$ cat src/rtl/hs_exerciser_pkg.sv
// Shared definitions for the handshake exerciser: source FSM encoding and
// error codes reported to the host.
package hs_exerciser_pkg;

    typedef enum logic [2:0] {
        S_IDLE,
        S_SETUP,
        S_REQ_HI,
        S_REQ_LO,
        S_DONE,
        S_ERR
    } src_state_t;

    localparam logic [1:0] ERR_NONE    = 2'b00;
    localparam logic [1:0] ERR_TIMEOUT = 2'b01;
    localparam logic [1:0] ERR_DATA    = 2'b10;
    localparam logic [1:0] ERR_OVERRUN = 2'b11;

    // Same-cycle errors resolve as overrun > data > timeout.
    function automatic logic [1:0] err_pick(input logic ovr, input logic dat, input logic tmo);
        if (ovr)      return ERR_OVERRUN;
        else if (dat) return ERR_DATA;
        else if (tmo) return ERR_TIMEOUT;
        else          return ERR_NONE;
    endfunction

endpackage

$ cat src/rtl/hs_sink_chan.sv
// One exit-channel consumer: synchronises req/dat, answers the 4-phase
// handshake, counts tokens and flags data mismatch or overrun.
module hs_sink_chan
    import hs_exerciser_pkg::*;
#(
    parameter int SYNC_STAGES = 2,
    parameter int CW          = 16
) (
    input  logic          clk,
    input  logic          rst,
    input  logic          clr,
    input  logic [CW-1:0] ntok,
    input  logic          req_i,
    input  logic          dat_i,
    output logic          ack_o,
    output logic [CW-1:0] rcv_cnt,
    output logic          err_data,
    output logic          err_ovr
);

    logic [SYNC_STAGES-1:0] req_sync, dat_sync;
    logic req_s, dat_s, req_q;
    logic req_rise, req_fall;

    assign req_s    = req_sync[SYNC_STAGES-1];
    assign dat_s    = dat_sync[SYNC_STAGES-1];
    assign req_rise = req_s && !req_q;
    assign req_fall = !req_s && req_q;

    // Error strobes are decoded from registered state so the top can
    // capture them on the same edge that raises ack.
    assign err_data = req_rise && (dat_s != rcv_cnt[0]);
    assign err_ovr  = req_rise && (rcv_cnt == ntok);

    always_ff @(posedge clk) begin
        if (rst) begin
            req_sync <= '0;
            dat_sync <= '0;
            req_q    <= 1'b0;
            ack_o    <= 1'b0;
            rcv_cnt  <= '0;
        end else begin
            req_sync <= {req_sync[SYNC_STAGES-2:0], req_i};
            dat_sync <= {dat_sync[SYNC_STAGES-2:0], dat_i};
            req_q    <= req_s;
            if (req_rise && rcv_cnt != ntok) begin
                ack_o <= 1'b1;
            end else if (req_fall && ack_o) begin
                ack_o   <= 1'b0;
                rcv_cnt <= rcv_cnt + CW'(1);
            end
            if (clr) rcv_cnt <= '0;
        end
    end

endmodule

$ cat src/rtl/hs_exerciser.sv
// Clocked exerciser for the self-timed pipeline: sources a counted 0,1,0,1
// token stream on the entry channel and consumes NSINK exit channels.
module hs_exerciser
    import hs_exerciser_pkg::*;
#(
    parameter int NSINK       = 2,
    parameter int SYNC_STAGES = 2,
    parameter int CW          = 16,
    parameter int TIMEOUT     = 1023
) (
    input  logic                clk,
    input  logic                rst,
    input  logic                start,
    input  logic [CW-1:0]       ntok,
    output logic                req_o,
    input  logic                ack_i,
    output logic                dat_o,
    input  logic [NSINK-1:0]    req_i,
    output logic [NSINK-1:0]    ack_o,
    input  logic [NSINK-1:0]    dat_i,
    output logic                busy,
    output logic                done,
    output logic                err,
    output logic [1:0]          err_code,
    output logic [CW-1:0]       sent_cnt,
    output logic [NSINK*CW-1:0] rcv_cnt,
    output logic [CW-1:0]       max_lat
);

    localparam int TW = $clog2(TIMEOUT + 1);

    src_state_t               state;
    logic [CW-1:0]            ntok_q, lat, sent_nxt;
    logic [TW-1:0]            wait_cnt;
    logic [SYNC_STAGES-1:0]   ack_sync;
    logic                     ack_s, run_start, tmo, all_rcvd, any_ovr, any_data;
    logic [NSINK-1:0]         snk_err_data, snk_err_ovr;
    logic [NSINK-1:0][CW-1:0] rcv_arr;

    assign ack_s     = ack_sync[SYNC_STAGES-1];
    assign run_start = start && (state == S_IDLE);
    assign any_ovr   = |snk_err_ovr;
    assign any_data  = |snk_err_data;
    assign sent_nxt  = sent_cnt + CW'(1);
    assign rcv_cnt   = rcv_arr;
    // Timeout only fires while still waiting for the ack edge of this phase.
    assign tmo = (((state == S_REQ_HI) && !ack_s) || ((state == S_REQ_LO) && ack_s))
                 && (wait_cnt == TW'(TIMEOUT));

    always_comb begin
        all_rcvd = 1'b1;
        for (int k = 0; k < NSINK; k++)
            if (rcv_arr[k] != ntok_q) all_rcvd = 1'b0;
    end

    for (genvar g = 0; g < NSINK; g++) begin : g_sink
        hs_sink_chan #(.SYNC_STAGES(SYNC_STAGES), .CW(CW)) u_sink (
            .clk      (clk),
            .rst      (rst),
            .clr      (run_start),
            .ntok     (ntok_q),
            .req_i    (req_i[g]),
            .dat_i    (dat_i[g]),
            .ack_o    (ack_o[g]),
            .rcv_cnt  (rcv_arr[g]),
            .err_data (snk_err_data[g]),
            .err_ovr  (snk_err_ovr[g])
        );
    end

    always_ff @(posedge clk) begin
        if (rst) begin
            state    <= S_IDLE;
            ack_sync <= '0;
            ntok_q   <= '0;
            lat      <= '0;
            wait_cnt <= '0;
            req_o    <= 1'b0;
            dat_o    <= 1'b0;
            busy     <= 1'b0;
            done     <= 1'b0;
            err      <= 1'b0;
            err_code <= ERR_NONE;
            sent_cnt <= '0;
            max_lat  <= '0;
        end else begin
            ack_sync <= {ack_sync[SYNC_STAGES-2:0], ack_i};

            // Sticky first-error capture; sinks can flag errors in any state.
            if (run_start) begin
                err      <= 1'b0;
                err_code <= ERR_NONE;
            end else if (!err && (any_ovr || any_data || tmo)) begin
                err      <= 1'b1;
                err_code <= err_pick(any_ovr, any_data, tmo);
            end

            case (state)
                S_IDLE: begin
                    if (start) begin
                        ntok_q   <= ntok;
                        sent_cnt <= '0;
                        max_lat  <= '0;
                        done     <= 1'b0;
                        busy     <= 1'b1;
                        dat_o    <= 1'b0;
                        state    <= (ntok == '0) ? S_DONE : S_SETUP;
                    end
                end
                S_SETUP: begin
                    req_o    <= 1'b1;
                    lat      <= CW'(1);
                    wait_cnt <= TW'(1);
                    state    <= S_REQ_HI;
                end
                S_REQ_HI: begin
                    if (ack_s) begin
                        if (lat > max_lat) max_lat <= lat;
                        req_o    <= 1'b0;
                        wait_cnt <= TW'(1);
                        state    <= S_REQ_LO;
                    end else if (tmo) begin
                        busy  <= 1'b0;
                        state <= S_ERR;
                    end else begin
                        if (lat != '1) lat <= lat + CW'(1);
                        wait_cnt <= wait_cnt + TW'(1);
                    end
                end
                S_REQ_LO: begin
                    if (!ack_s) begin
                        sent_cnt <= sent_nxt;
                        dat_o    <= sent_nxt[0];
                        state    <= (sent_nxt < ntok_q) ? S_SETUP : S_DONE;
                    end else if (tmo) begin
                        busy  <= 1'b0;
                        state <= S_ERR;
                    end else begin
                        wait_cnt <= wait_cnt + TW'(1);
                    end
                end
                S_DONE: begin
                    if (err || any_ovr || any_data) begin
                        busy  <= 1'b0;
                        state <= S_ERR;
                    end else if (all_rcvd) begin
                        done  <= 1'b1;
                        busy  <= 1'b0;
                        state <= S_IDLE;
                    end
                end
                default: state <= S_ERR;
            endcase
        end
    end

endmodule

$ cat config.mk
export PLATFORM = sky130hd
export DESIGN_NAME = hs_exerciser
export DESIGN_NICKNAME = d
export VERILOG_FILES = /design/src/rtl/hs_exerciser_pkg.sv /design/src/rtl/hs_sink_chan.sv /design/src/rtl/hs_exerciser.sv
export SDC_FILE = /design/constraint.sdc
export NUM_CORES = 1
export LEC_CHECK = 0
export CAP_MARGIN = 20
export CORE_ASPECT_RATIO = 0.7
export CORE_MARGIN = 2
export CORE_UTILIZATION = 50
export CTS_CLUSTER_SIZE = 20
export DETAILED_ROUTE_END_ITERATION = 7
export PLACE_DENSITY = 0.75
export SLEW_MARGIN = 20
export SYNTH_ARGS = -nofsm -noshare
export SYNTH_HDL_FRONTEND = slang
export SYNTH_SLANG_ARGS = --single-unit
$ cat constraint.sdc
create_clock -name clk -period 5.9 [get_ports clk]
set_clock_uncertainty 0.1 [all_clocks]
set_input_delay 0.885 -clock clk [delete_from_list [all_inputs] [get_ports clk]]
set_output_delay 0.885 -clock clk [all_outputs]
set_load 0.01 [all_outputs]
==> qor.csv <==
metric;value;unit
layout cells sized above 1;6.08;%
status;completed;
prevailing post-synth register cell;dfxtp_1;
Detailed Routing Iterations Pass 1;7;
Synth top area share;36.9;%
gr usage total;24.4;%
vias per cell;5.69;
Setup CP Type;flop to flop;
syn nets;904;
synth top area cells;dfxtp_1, xor2_1, ha_1;
vias in the first global route;5674;
Yosys top cell by area;dfxtp_1;
crit end category;flop;
hpwl dp;12.6;mm
largest net degree at the start of global routing;59;
NumNets Final;985;
final count of pins violating max slew;0;
period utilization;63.0;%
hold endpoint;g_sink[0].u_sink.req_sync[1]$_SDFF_PP0_;
hold-fix buffers at CTS;0;
FF-to-FF Start;dat_o$_SDFFE_PP0P_;
internal power;0.00155;W
Setup TNS Final;0;ns
critical path's most frequent cell;nand3_1;
sequential power share;42.7;%
IO Count;97;
crit path time final;3.72;ns
non-filler cells, final;1128;
CORE AREA;13800;sq um
Synth Register Bits;129;
reg2reg end;state[2]$_SDFFE_PP0P_;
Synthesis Warnings;0;
Syn Inst Count;844;
final core occ;62.4;%
CTS sink cnt;129;
IO buf count;96;
Synth Cell Area;6990;sq um
root buf cell;clkbuf_16;
Slew @ Worst Pin;0.806;ns
Sw Pwr;0.000634;W
Starting Density;50.7;%
Max Fclk;269;MHz
Die Width;145;microns
hold_sp;g_sink[0].u_sink.req_sync[0]$_SDFF_PP0_;
max_cap viols;0;
Chip Height;103;microns
setup bufs post-CTS;0;
CTS clk-pin slew, worst paths;0.06;ns
total gr overflow;0;
Worst Path Buf+Inv;0;
first-pass GRT wire length;29.4;mm
Finished Cell Area;8600;sq um
die area;15000;sq um
Final Hold Viols;0;
switching share of power;29.1;%
CP max FO;7;
endpoints failing setup;0;
Comb power frac;11.2;%
Worst Setup Start Kind;flop;
Layout area overhead;23.0;%
Unique masters post-synth;61;
RSZ-0062 raised after global routing;false;
initial antenna violation count;0;
Cell Area, Placed;8030;sq um
most common cell in the netlist;dfxtp_1;
RD Place Congestion;0.881;
crit path DAT;3.95;ns
hold path depth;1;
clock buffer depth;2;
leakage;3.33;nW
Antenna Nets Post-Route;0;
Post-Place Cells;1096;
Crit path required time;6.13;ns
critical path cell sequence;ha_1 -> nand3_1 -> nor3_1 -> nand3_1 -> xnor2_1 -> ha_1 -> nand3_1 -> or4_1 -> o22a_1 -> a2bb2oi_1 -> a221oi_1 -> nor3b_1;
CTS tree;done;
Hold WC Path Type;flop to flop;
clock share of power;46.2;%
flop-to-flop setup slack;2.18;ns
EDFF count, synth;0;
drt wl/cell;16.2;microns
CTS buffer count;17;
critical path's largest stage delay;0.63;ns
row cnt;36;
maximum vdd drop;0.230;mV
n_diodes;0;
register area share after synthesis;36.9;%
Cell Pwr Density;254;nW/um^2
Post-synth ARST share;0;%
initial DRC count;383;
Routed WL;18.3;mm
slowest cell on the critical path;nor3_1;
Top delay family on crit path;simple AND/OR/NAND/NOR gates;
Rel. slew slack;46.1;%
DR DRC count;0;
via count;6417;
worst reg2reg path depth;12;
most frequent cells after synthesis;dfxtp_1, nand2_1, nor2_1;
CTS H-Tree Depth;4;
Clk Latency, worst-skew pair;0.42;ns
synthesized area per cell;8.28;sq um
post_cts resized;0;
==> sequential cells by signal (all words and copies together), names as in the netlist, 3 cells and up <==
register and flops:
g_sink.u_sink.req_sync 4, lat 16, state 3, g_sink.u_sink.rcv_cnt 32, wait_cnt 10, max_lat 16
ntok_q 16, g_sink.u_sink.dat_sync 4, sent_cnt 15
==> worst reg2reg max path, stage by stage, from the launching register on <==
cell	delay, ns
dfxtp_1	0.45
ha_1	0.28
nand3_1	0.21
nor3_1	0.63
nand3_1	0.18
xnor2_1	0.18
ha_1	0.31
nand3_1	0.09
or4_1	0.53
o22a_1	0.18
a2bb2oi_1	0.19
a221oi_1	0.11
nor3b_1	0.21
==> routing by layer <==
| metal | vias up | part of all wire (%) | global-route usage [%] |
|---|---|---|---|
| met4 | 0 | 0.92 | 5.51 |
| met5 | - | 0 | 0 |
| met1 | 3029 | 49 | 36.9 |
| met3 | 19 | 7.8 | 5.66 |
| met2 | 217 | 42 | 34.9 |
| li1 | 3152 | - | - |
==> metrics by stage <==
stage	hold WS (ns)	power, W	setup WS, ns
floorplan	0.314	0.00111	2.61
detailed placement	0.324	0.00119	2.34
CTS	0.352	0.00219	2.26
global route	0.368	0.00226	1.87
global placement	0.323	0.00118	2.38
finish	0.350	0.00218	2.18
==> power groups by stage <==
stage	logic [W]	clock network, W	registers [W]
after global placement	0.000236	0	0.000948
after CTS	0.000242	0.00102	0.000930
final	0.000243	0.00101	0.000931
after floorplan	0.000183	0	0.000932
after detailed placement	0.000239	0	0.000949
after global routing	0.000270	0.00106	0.000933
==> logic make-up after synthesis <==
kind of cell             synth area share [%]
AO/OA/AOI/OAI                            13.6
flip-flops                               36.9
adder cells (fa/ha/maj)                  6.44
XOR/XNOR                                 10.0
AND/OR/NAND/NOR                          25.1
multiplexers                             2.86
buffers and inverters                    5.03
==> worst max path at each step <==
stage          cells past startpoint          startpoint               endpoint  slack (ns)
2_1_floorplan                     12  dat_o$_SDFFE_PP0P_  state[0]$_SDFFE_PP0P_        2.61
6_report                          12  dat_o$_SDFFE_PP0P_  state[2]$_SDFFE_PP0P_        2.18
3_3_place_gp                      12  dat_o$_SDFFE_PP0P_  state[0]$_SDFFE_PP0P_        2.38
3_5_place_dp                      12  dat_o$_SDFFE_PP0P_  state[0]$_SDFFE_PP0P_        2.34
4_1_cts                           12  dat_o$_SDFFE_PP0P_  state[0]$_SDFFE_PP0P_        2.26
5_1_grt                           12  dat_o$_SDFFE_PP0P_  state[2]$_SDFFE_PP0P_        1.87
==> area by class of cell <==
class	instances	area [sq um]
Multi-Input combinational cell	634	4060
Clock inverter	15	140
Timing Repair Buffer	102	1000
Fill cell	1174	5190
Clock buffer	17	425
Inverter	41	154
Tap cell	190	238
Sequential cell	129	2580
==> cells in the final DEF (no fill, tap or decap), drive strengths merged, types with 3 or more instances in the layout <==
master         instances
nand3                 51
mux2i                 20
o31ai                  9
dfxtp                129
buf                    7
nand4                 17
xnor2                 22
clkbuf                17
o22ai                  4
clkinv                 3
nor3                  15
a21o                   7
and3                  18
and4                   3
o41ai                  3
a21oi                 55
nand2b                 8
a2111oi                3
clkdlybuf4s50         95
nor2                  85
a31oi                  4
a22oi                 12
nor3b                  3
xor2                  58
nand2                100
ha                    36
nor2b                 17
o21ai                 19
clkinvlp               3
or4                   11
nor4                  14
or3                    4
a211oi                 8
inv                   50
Note: power is estimated with default switching activity, not from simulation.
==> RTL change: new RTL, same flow settings <==
Re-encode `src_state_t` (6 states) as Gray code, 3 bits wide.
--- a/src/rtl/hs_exerciser_pkg.sv
+++ b/src/rtl/hs_exerciser_pkg.sv
@@ -3,12 +3,12 @@
 package hs_exerciser_pkg;
 
     typedef enum logic [2:0] {
-        S_IDLE,
-        S_SETUP,
-        S_REQ_HI,
-        S_REQ_LO,
-        S_DONE,
-        S_ERR
+        S_IDLE   = 3'b000,
+        S_SETUP  = 3'b001,
+        S_REQ_HI = 3'b011,
+        S_REQ_LO = 3'b010,
+        S_DONE   = 3'b110,
+        S_ERR    = 3'b111
     } src_state_t;
 
     localparam logic [1:0] ERR_NONE    = 2'b00;
Formal check against the unedited RTL: no difference found for any inputs over 4 cycles, from zero or initial values and one cycle with rst high; so few cycles prove little.
==> RTL change against the original RTL <==
Non-clock buffer count decreased by 1. Routed wire length decreased by 4.6%. Design area about the same. Setup slack improved by 0.43 ns. Power increased by 9.2%. Cell count decreased by 0.27%. Area after synthesis decreased by 0.39%. Sequential cell count unchanged.
==> RTL change: results (changes against the original RTL) <==
* Ranking of synthesized cells by area: dfxtp_1 (37%), xor2_1 (8.1%), ha_1 (6.5%), nand2_1 (5.9%), nor2_1 (4.4%)
* Total CTS buffers at 17 (unchanged)
* Critical Path AT at 3.53 ns (-0.42 ns)
* Layout net count at 983 (-0.20%)
* R2r startpoint: dat_o
* Hold path endpoint: g_sink[0].u_sink.dat_sync[1]
* Cell variety after synth at 67 (+9.8%)
* Clock-pin slew on the worst setup and hold paths at 0.06 ns (about the same)
* Worst VDD drop at 0.180 mV (-22%)
* Worst reg-to-reg setup slack at 2.62 ns (+0.43 ns)
* Async SR Flop Fraction at 0% (unchanged)
* Total Routing Usage GR at 23.2% (-1.2 points)
* YS warnings at 0 (unchanged)
* Antenna cells at 0 (unchanged)
* Wire per inst at 15.5 um (-4.3%)
* Synth cell count leaders: dfxtp_1 (129), nand2_1 (109), nor2_1 (82), xor2_1 (64), a21oi_1 (58)
* Fraction of layout cells with a size suffix above 1 at 5.67% (-0.41 points)
* Number of global-route vias before repair at 5,423 (-4.4%)
* Sequential fraction of the synthesis area at 37.1% (+0.15 points)
* Leakage power at 3.31 nW (-0.61%)
* DP HPWL at 12,200 um (-3.3%)
* Crit path max fanout at 7 (unchanged)
* Post-synth top flop: dfxtp_1
* Max FFs per register at 32 (unchanged)
* Clk Tree Root Cell: clkbuf_16
* Max_slew headroom at 39.2% (-6.8 points)
* Fill cell count at 1,147 (-2.3%)
* First-pass GRT wire length at 27,800 um (-5.2%)
* Hold path start: g_sink[0].u_sink.dat_sync[0]
* H-tree depth at 4 (unchanged)
* Hold-critical path depth at 1 (unchanged)
* Run status: complete, no violations
* 1st-iter DRT viols at 464 (+21%)
* # Post-CTS Setup Buffers at 0 (unchanged)
* Largest net degree at the start of global routing at 56 (-5.1%)
* Reg2Reg Depth at 12 (unchanged)
* Synthesized net count at 902 (-0.22%)
* R2r endpoint: state[0]
* Largest Register: g_sink.u_sink.rcv_cnt
* Post-CTS sizing at 0 (unchanged)
* Worst-skew pair later-pin latency at 0.42 ns (about the same)
* Initial antenna violation count at 0 (unchanged)
* PortBufs at 96 (unchanged)
* Hold Vio Cnt, Final at 0 (unchanged)
* Worst hold-check path type: flop to flop
* Gpl congestion at 0.915 (+3.9%)
* Clk buf depth at 2 (unchanged)
* Dpl ws at 2.66 ns (+0.320 ns)
* Via-to-Cell Ratio at 5.48 (-3.7%)
* Router iterations before antenna repair at 5 (-2)
* Placed cell area at 0.00797 sq mm (-0.73%)
## RTL change: cell count changes in the layout (fill, tap and decap cells not counted), moves of 4 or more
cell	change
o31ai_1	-4
xor2_1	+6
or3_1	+4
o21ai_1	+4
nand2_1	+9
inv_8	-5
a22oi_1	-7
or4_1	-6
bufinv_16	+4
## RTL change: power breakdown
group / switching, W / internal (W) / total (W) / leakage [nW]
clock network: 0.000407 / 0.000716 / 0.00112 / 0.294
registers: 0.0000452 / 0.000899 / 0.000944 / 1.05
logic: 0.000190 / 0.000125 / 0.000315 / 1.97
total: 0.000642 / 0.00174 / 0.00238 / 3.31
## RTL change: cell families (layout without fill, tap and decap cells)
| kind of cell | after synthesis | in the layout | synth area share [%] |
|---|---|---|---|
| buf+inv | 82 | 175 | 5.50 |
| compound gates | 132 | 132 | 11.5 |
| xor+xnor | 88 | 88 | 11.2 |
| flops | 129 | 129 | 37.1 |
| simple gates | 357 | 357 | 25.6 |
| fa+ha+maj | 36 | 36 | 6.47 |
| mux | 18 | 18 | 2.59 |
## RTL change: area by class of cell
class                      count  area (sq um)  share of cell area (%)
multi-input combinational    631          4000                    46.5
sequential                   129          2580                    30.0
timing repair buffer         101           993                    11.6
clock buffer                  18           439                    5.11
tap                          190           238                    2.77
clock inverter                13           186                    2.17
inverter                      43           161                    1.88
## RTL change: worst max-delay path by stage
stage                 endpoint  cells past startpoint  slack [ns]   from
floorplan             state[0]                     12        3.04  dat_o
global placement    max_lat[1]                      5        2.73  start
detailed placement    state[0]                     12        2.66  dat_o
CTS                   state[0]                     12        2.61  dat_o
global route          state[0]                     12        2.34  dat_o
finish                state[0]                     12        2.62  dat_o
## RTL change: per-stage QoR
stage               total power (W)  std cells  hold slack [ns]  util (%)
finish                      0.00238       1125            0.348      62.6
global route                0.00247       1125            0.362      62.6
CTS                         0.00239       1125            0.343      62.6
detailed placement          0.00127       1094            0.339      58.0
global placement            0.00127       1094            0.326      58.0
floorplan                   0.00119        842            0.314         -
## RTL change: critical path, stage by stage (launching register included)
cell	delay (ns)
dfxtp_1	0.44
ha_1	0.26
nand3_1	0.23
nor3_2	0.44
nand3_1	0.15
xnor2_1	0.23
ha_1	0.29
nand4_1	0.16
nor2_1	0.07
o2bb2ai_1	0.12
a211o_1	0.30
o31a_1	0.27
a21oi_1	0.14
## RTL change: per-layer routing
metal	track usage, %	up-vias	wire [um]
met5	0	-	0
met2	34.8	194	7400
met1	34.1	2893	8850
li1	-	3060	-
met4	6.70	0	153
met3	4.29	15	1030
